<file path="config.mk">
export PLATFORM = sky130hd
export DESIGN_NAME = regfile_mp
export DESIGN_NICKNAME = d
export VERILOG_FILES = /design/src/rtl/regfile_pkg.sv /design/src/rtl/regfile_clear_fsm.sv /design/src/rtl/regfile_mp.sv
export SDC_FILE = /design/constraint.sdc
export NUM_CORES = 1
export LEC_CHECK = 0
export CORE_MARGIN = 3
export CORE_UTILIZATION = 25
export DETAILED_ROUTE_END_ITERATION = 7
export PLACE_DENSITY = 0.51
export SLEW_MARGIN = 20
export SYNTH_ARGS = -nofsm -noshare
export SYNTH_HDL_FRONTEND = slang
export SYNTH_HIERARCHICAL = 1
export SYNTH_SLANG_ARGS = --single-unit
</file>
<file path="constraint.sdc">
create_clock -name clk -period 3.3 [get_ports clk]
set_clock_uncertainty 0.2 [all_clocks]
set_input_delay 0.66 -clock clk [delete_from_list [all_inputs] [get_ports clk]]
set_output_delay 0.66 -clock clk [all_outputs]
set_load 0.05 [all_outputs]
</file>
<file path="src/rtl/regfile_pkg.sv">
// Shared types, defaults and the clear-value helper for the multi-port register file.
package regfile_pkg;

  localparam int XLEN_DEF  = 32;
  localparam int DEPTH_DEF = 32;

  typedef enum logic [0:0] {
    CLEAR = 1'b0,
    READY = 1'b1
  } rf_state_e;

  // Value loaded into entry idx by the clear sequencer; entry 0 is always zero.
  function automatic logic [31:0] init_val(input int unsigned idx, input int unsigned mode);
    logic [31:0] v;
    case (mode)
      32'd1:   v = (idx == 32'd0) ? 32'd0 : idx;
      default: v = 32'd0;
    endcase
    return v;
  endfunction

endpackage

</file>
<file path="src/rtl/regfile_clear_fsm.sv">
// Clear sequencer: walks entries 1..DEPTH-1 after reset or clr_req, emitting one write per cycle.
module regfile_clear_fsm
  import regfile_pkg::*;
#(
  parameter int DEPTH = DEPTH_DEF,
  parameter int AW    = $clog2(DEPTH)
) (
  input  logic          i_clk,
  input  logic          i_rst,
  input  logic          i_clr_req,
  output logic          o_busy,
  output logic          o_clr_we,
  output logic [AW-1:0] o_clr_addr
);

  localparam logic [AW-1:0] LAST_IDX  = AW'(DEPTH - 1);
  localparam logic [AW-1:0] FIRST_IDX = AW'(1);

  rf_state_e     r_state;
  rf_state_e     w_state_nxt;
  logic [AW-1:0] r_clr_ptr;
  logic [AW-1:0] w_ptr_nxt;
  logic          r_busy;

  // State, pointer and busy flag; busy is registered from the next state so it lines up with r_state.
  always_ff @(posedge i_clk or posedge i_rst) begin
    if (i_rst) begin
      r_state   <= CLEAR;
      r_clr_ptr <= FIRST_IDX;
      r_busy    <= 1'b1;
    end else begin
      r_state   <= w_state_nxt;
      r_clr_ptr <= w_ptr_nxt;
      r_busy    <= (w_state_nxt == CLEAR);
    end
  end

  // Next-state: CLEAR runs until the last entry is written; READY accepts a new clear request.
  always_comb begin
    w_state_nxt = r_state;
    w_ptr_nxt   = r_clr_ptr;
    case (r_state)
      CLEAR: begin
        if (r_clr_ptr == LAST_IDX) begin
          w_state_nxt = READY;
          w_ptr_nxt   = FIRST_IDX;
        end else begin
          w_ptr_nxt   = r_clr_ptr + AW'(1);
        end
      end
      READY: begin
        if (i_clr_req) begin
          w_state_nxt = CLEAR;
          w_ptr_nxt   = FIRST_IDX;
        end else begin
          w_state_nxt = READY;
        end
      end
      default: begin
        w_state_nxt = CLEAR;
        w_ptr_nxt   = FIRST_IDX;
      end
    endcase
  end

  assign o_busy     = r_busy;
  assign o_clr_we   = r_busy;
  assign o_clr_addr = r_clr_ptr;

endmodule

</file>
<file path="src/rtl/regfile_mp.sv">
// Multi-read-port register file with hardwired-zero entry 0 and a clear sequencer.
// Optional REGFILE_BYPASS_EN: same-cycle write-through from the write port to matching read ports.
module regfile_mp
  import regfile_pkg::*;
#(
  parameter int  XLEN      = XLEN_DEF,
  parameter int  DEPTH     = DEPTH_DEF,
  parameter int  NUM_RD    = 2,
  parameter int  INIT_MODE = 1,
  localparam int AW        = $clog2(DEPTH)
) (
  input  logic                   clk,
  input  logic                   rst,
  input  logic                   clr_req,
  output logic                   busy,
  input  logic [NUM_RD*AW-1:0]   rd_addr,
  output logic [NUM_RD*XLEN-1:0] rd_data,
  input  logic                   wr_en,
  input  logic [AW-1:0]          wr_addr,
  input  logic [XLEN-1:0]        wr_data
);

  logic [XLEN-1:0] r_mem [DEPTH];

  logic            w_busy;
  logic            w_clr_we;
  logic [AW-1:0]   w_clr_addr;
  logic            w_we;
  logic [AW-1:0]   w_waddr;
  logic [XLEN-1:0] w_wdata;
  logic            w_user_we;

  regfile_clear_fsm #(
    .DEPTH (DEPTH),
    .AW    (AW)
  ) u_clear_fsm (
    .i_clk      (clk),
    .i_rst      (rst),
    .i_clr_req  (clr_req),
    .o_busy     (w_busy),
    .o_clr_we   (w_clr_we),
    .o_clr_addr (w_clr_addr)
  );

  assign busy      = w_busy;
  assign w_user_we = wr_en && (wr_addr != {AW{1'b0}});

  // Clear writes own the port while busy; user writes are dropped then.
  always_comb begin
    w_we    = 1'b0;
    w_waddr = {AW{1'b0}};
    w_wdata = {XLEN{1'b0}};
    if (w_clr_we) begin
      w_we    = 1'b1;
      w_waddr = w_clr_addr;
      w_wdata = XLEN'(init_val(32'(w_clr_addr), 32'(INIT_MODE)));
    end else if (w_user_we) begin
      w_we    = 1'b1;
      w_waddr = wr_addr;
      w_wdata = wr_data;
    end else begin
      w_we    = 1'b0;
    end
  end

  // Storage array; deliberately not reset, the clear sequencer initialises it.
  always_ff @(posedge clk) begin
    if (w_we) begin
      r_mem[w_waddr] <= w_wdata;
    end
  end

  for (genvar g = 0; g < NUM_RD; g++) begin : g_rd
    logic [AW-1:0]   w_ra;
    logic [XLEN-1:0] w_rdat;

    assign w_ra = rd_addr[g*AW +: AW];

    // Read mux: busy and entry 0 force zero ahead of any stored or forwarded data.
    always_comb begin
      w_rdat = {XLEN{1'b0}};
      if (w_busy || (w_ra == {AW{1'b0}})) begin
        w_rdat = {XLEN{1'b0}};
`ifdef REGFILE_BYPASS_EN
      end else if (w_user_we && (w_ra == wr_addr)) begin
        w_rdat = wr_data;
`endif
      end else begin
        w_rdat = r_mem[w_ra];
      end
    end

    assign rd_data[g*XLEN +: XLEN] = w_rdat;
  end

endmodule

</file>
==> results.cfg <==
[outcome]
status = finished with violations
violations = setup timing

[sta]
holdWs_ps = 329.6
setup_ws_ps = -493.8
rsz0062_at_grt = true
fmax_mhz = 263.6
post-route-min-period_ps = 3794
finalCritPeriodShare_pct = 115.0
setup_viol = 64
max_slew_margin_pct = 32.96
worst-slew-pin-transition_ps = 1003
drv_slew = 0
hold_viol = 0

[yosys]
netlist_area_um2 = 48480
synth_cell_type_count = 54
ys.warnings.count = 6
ys_seq_area_share_pct = 63.79
avgSynthCellArea_um2 = 16.68
synthFlopType = edfxtp_1
syn_inst = 2907
synth-edff-count = 1024
syn_nets = 2961
ys_seq_elements = 1031
synthArstFlopShare_pct = 0.6790

[floorplanning]
io_pins = 116
start_util_pct = 25.17
die_h_um = 446.4
floorplan.rows = 161
coreArea_um2 = 192600
die_x_um = 446.4
die-area_um2 = 199200

[clock_network]
cts_buffers = 103
clk-insertion-delay-late_ps = 690
path_clk_slew_ps = 60
htreeDepth = 3
cts_num_sinks = 1031
tritoncts = done
cts_buffer_depth = 3
cts_root_buf = clkbuf_16

[critical_path]
path_max_fanout = 8
worst_ep_required_time_ps = 2440
crit_type = register to output port
endpoint_kind = output port
crit_arrival_ps = 2930
cp-start-kind = register

[finish]
drive_above_1_share_pct = 37.39
nets = 3470
fill_cells = 18460
final_core_util_pct = 32.97
syn2layout_area_growth_pct = 30.98

[grt]
antenna_found_initial = 4
grt_pass1_wl_um = 247700
grt_max_degree = 38
grt_pass1_vias = 31960
track_usage_pct = 17.58
grt_overflow = 0

[routing]
totalWireLength_um = 179000
vias = 31320
drcViolationCount = 0
ant_nets = 0
wl_per_cell_um = 29.70
drt_iter0_markers = 2946
via_per_inst = 5.199
first_pass_iters = 5

[power_and_ir_drop]
vdd_drop_max_v = 0.0004352
fin_total_pwr_mw = 40.56
power_density_nw_per_um2 = 638.8
leakage_nw = 21.14

[placement]
place_congestion = 0.8381
dp_hpwl_um = 123300
io_buffers = 115

[hold_path]
hold_path.class = register to register

[flow_run]
max-cap-violations = 0
[Yosys cell counts (30+ instances only)]
| master | instances | share of area, % |
|---|---|---|
| mux4_2 | 252 | 12 |
| o31a_1 | 33 | 0.60 |
| buf_2 | 93 | 0.96 |
| edfxtp_1 | 1024 | 63 |
| nor2_1 | 39 | 0.30 |
| nand2_1 | 66 | 0.51 |
| o21ai_0 | 73 | 0.75 |
| mux2i_1 | 261 | 5.4 |
| nand4_1 | 62 | 0.80 |
| o22ai_1 | 66 | 0.85 |
| nand3_1 | 96 | 0.99 |
| a22o_1 | 30 | 0.54 |
| or3_1 | 31 | 0.40 |
| nor2b_1 | 71 | 0.92 |
| mux2_1 | 60 | 1.4 |
| a211oi_1 | 65 | 1.0 |
| clkbuf_1 | 107 | 0.83 |
| and2_1 | 32 | 0.41 |
| a22oi_1 | 168 | 2.6 |
| mux2_2 | 135 | 3.1 |
[worst max-delay path: stages, from the launching register on]
cell     delay [ps]
dfstp_2         660
buf_12          170
and3b_2         300
buf_12          190
nand3_1         110
nand4_1         360
buf_4           290
buf_12          140
[path summary, 6_finish.rpt]
| path | startpoint | to | slack (ps) | depth (start not counted) |
|---|---|---|---|---|
| worst max register to register | u_clear_fsm/o_busy$_DFF_PP1_ | r_mem[16][7]$_DFFE_PP_ | 160 | 5 |
| worst min register to register | u_clear_fsm/o_clr_addr[0]$_DFFE_PP1P_ | u_clear_fsm/o_clr_addr[0]$_DFFE_PP1P_ | 330 | 1 |
| worst min-delay path | u_clear_fsm/o_clr_addr[0]$_DFFE_PP1P_ | u_clear_fsm/o_clr_addr[0]$_DFFE_PP1P_ | 330 | 1 |
| min in group asynchronous | rst | u_clear_fsm/o_clr_addr[2]$_DFFE_PP0P_ | 560 | 3 |
| max in group asynchronous | rst | u_clear_fsm/o_clr_addr[0]$_DFFE_PP1P_ | 2070 | 3 |
| worst max-delay path | u_clear_fsm/o_busy$_DFF_PP1_ | rd_data[13] | -490 | 7 |
[cell families after synthesis]
kind of cell             after synthesis  share of synthesized area, %
AO/OA/AOI/OAI                        486                         7.079
XOR/XNOR                               1                       0.01807
adder cells (fa/ha/maj)                3                       0.07744
buffers and inverters                241                         2.377
flip-flops                          1031                         63.79
multiplexers                         708                         21.63
AND/OR/NAND/NOR                      437                         5.028
[report_power, final]
| part | internal (mW) | leakage, nW | switching, mW |
|---|---|---|---|
| combinational | 4.44 | 9.92 | 6.58 |
| sequential | 16.9 | 9.60 | 0.706 |
| clock | 6.74 | 1.62 | 5.14 |
| total | 28.1 | 21.1 | 12.4 |
[layout make-up]
class	count	area [um2]	area share (%)
Antenna cell	3	7.507	0.01182
Multi-Input combinational cell	1635	17430	27.45
Sequential cell	1031	30930	48.71
Inverter	4	15.01	0.02365
Tap cell	2526	3161	4.978
Timing Repair Buffer	641	8600	13.54
Clock buffer	117	2630	4.142
Clock inverter	68	728.2	1.147
[layout by cell type, fill, tap and decap left out, types with 18 or more instances in the layout]
| cell type | count |
|---|---|
| clkbuf_16 | 105 |
| edfxtp_1 | 1024 |
| a22o_1 | 25 |
| mux2_2 | 135 |
| or3_1 | 23 |
| clkdlybuf4s50_1 | 44 |
| clkinv_2 | 19 |
| o21ai_0 | 48 |
| mux2i_1 | 261 |
| nand3_1 | 89 |
| a22oi_1 | 138 |
| mux2_1 | 60 |
| a22oi_2 | 30 |
| buf_12 | 271 |
| buf_4 | 272 |
| o31a_1 | 33 |
| nor2_4 | 36 |
| o22ai_1 | 66 |
| nand2_1 | 62 |
| buf_6 | 40 |
| nor2b_1 | 66 |
| clkinv_1 | 18 |
| o21ai_2 | 23 |
| a211oi_1 | 65 |
| nand4_1 | 62 |
| and2_1 | 27 |
| mux4_2 | 252 |
[metrics by stage]
stage	area (um2)	setup WS, ps	instances	TNS [ps]
3_5_place_dp	59010	-688.9	5809	-46230
2_1_floorplan	48580	-445.3	2907	-179190
6_report	63500	-493.8	6025	-23970
3_3_place_gp	59010	-768.4	5809	-42220
4_1_cts	63020	-534.4	6012	-28120
5_1_grt	63500	-512.6	6025	-26810
[layer usage]
| layer | global-route usage [%] | part of all wire [%] | up-vias |
|---|---|---|---|
| li1 | - | - | 13130 |
| met3 | 2.089 | 5.7 | 342 |
| met1 | 22.01 | 40 | 16510 |
| met2 | 30.12 | 50 | 1344 |
| met5 | 0 | 0 | - |
| met4 | 8.481 | 5.2 | 0 |
[sequential cells by signal, summed over array words and instances (netlist names)]
name,cells
u_clear_fsm/o_clr_addr,5
u_clear_fsm/r_state,1
r_mem,1024
u_clear_fsm/o_busy,1
[what timing repair did]
action                                  4_1_cts  5_1_grt
resized for setup                           123       74
setup buffers                                18       14
endpoints found under the setup margin       65       64
endpoints found under the hold margin         5        0
gates cloned                                  1        1
hold buffers                                  1        0
pin swaps                                    71       60
No activity file was read; power rests on OpenSTA's default activity.
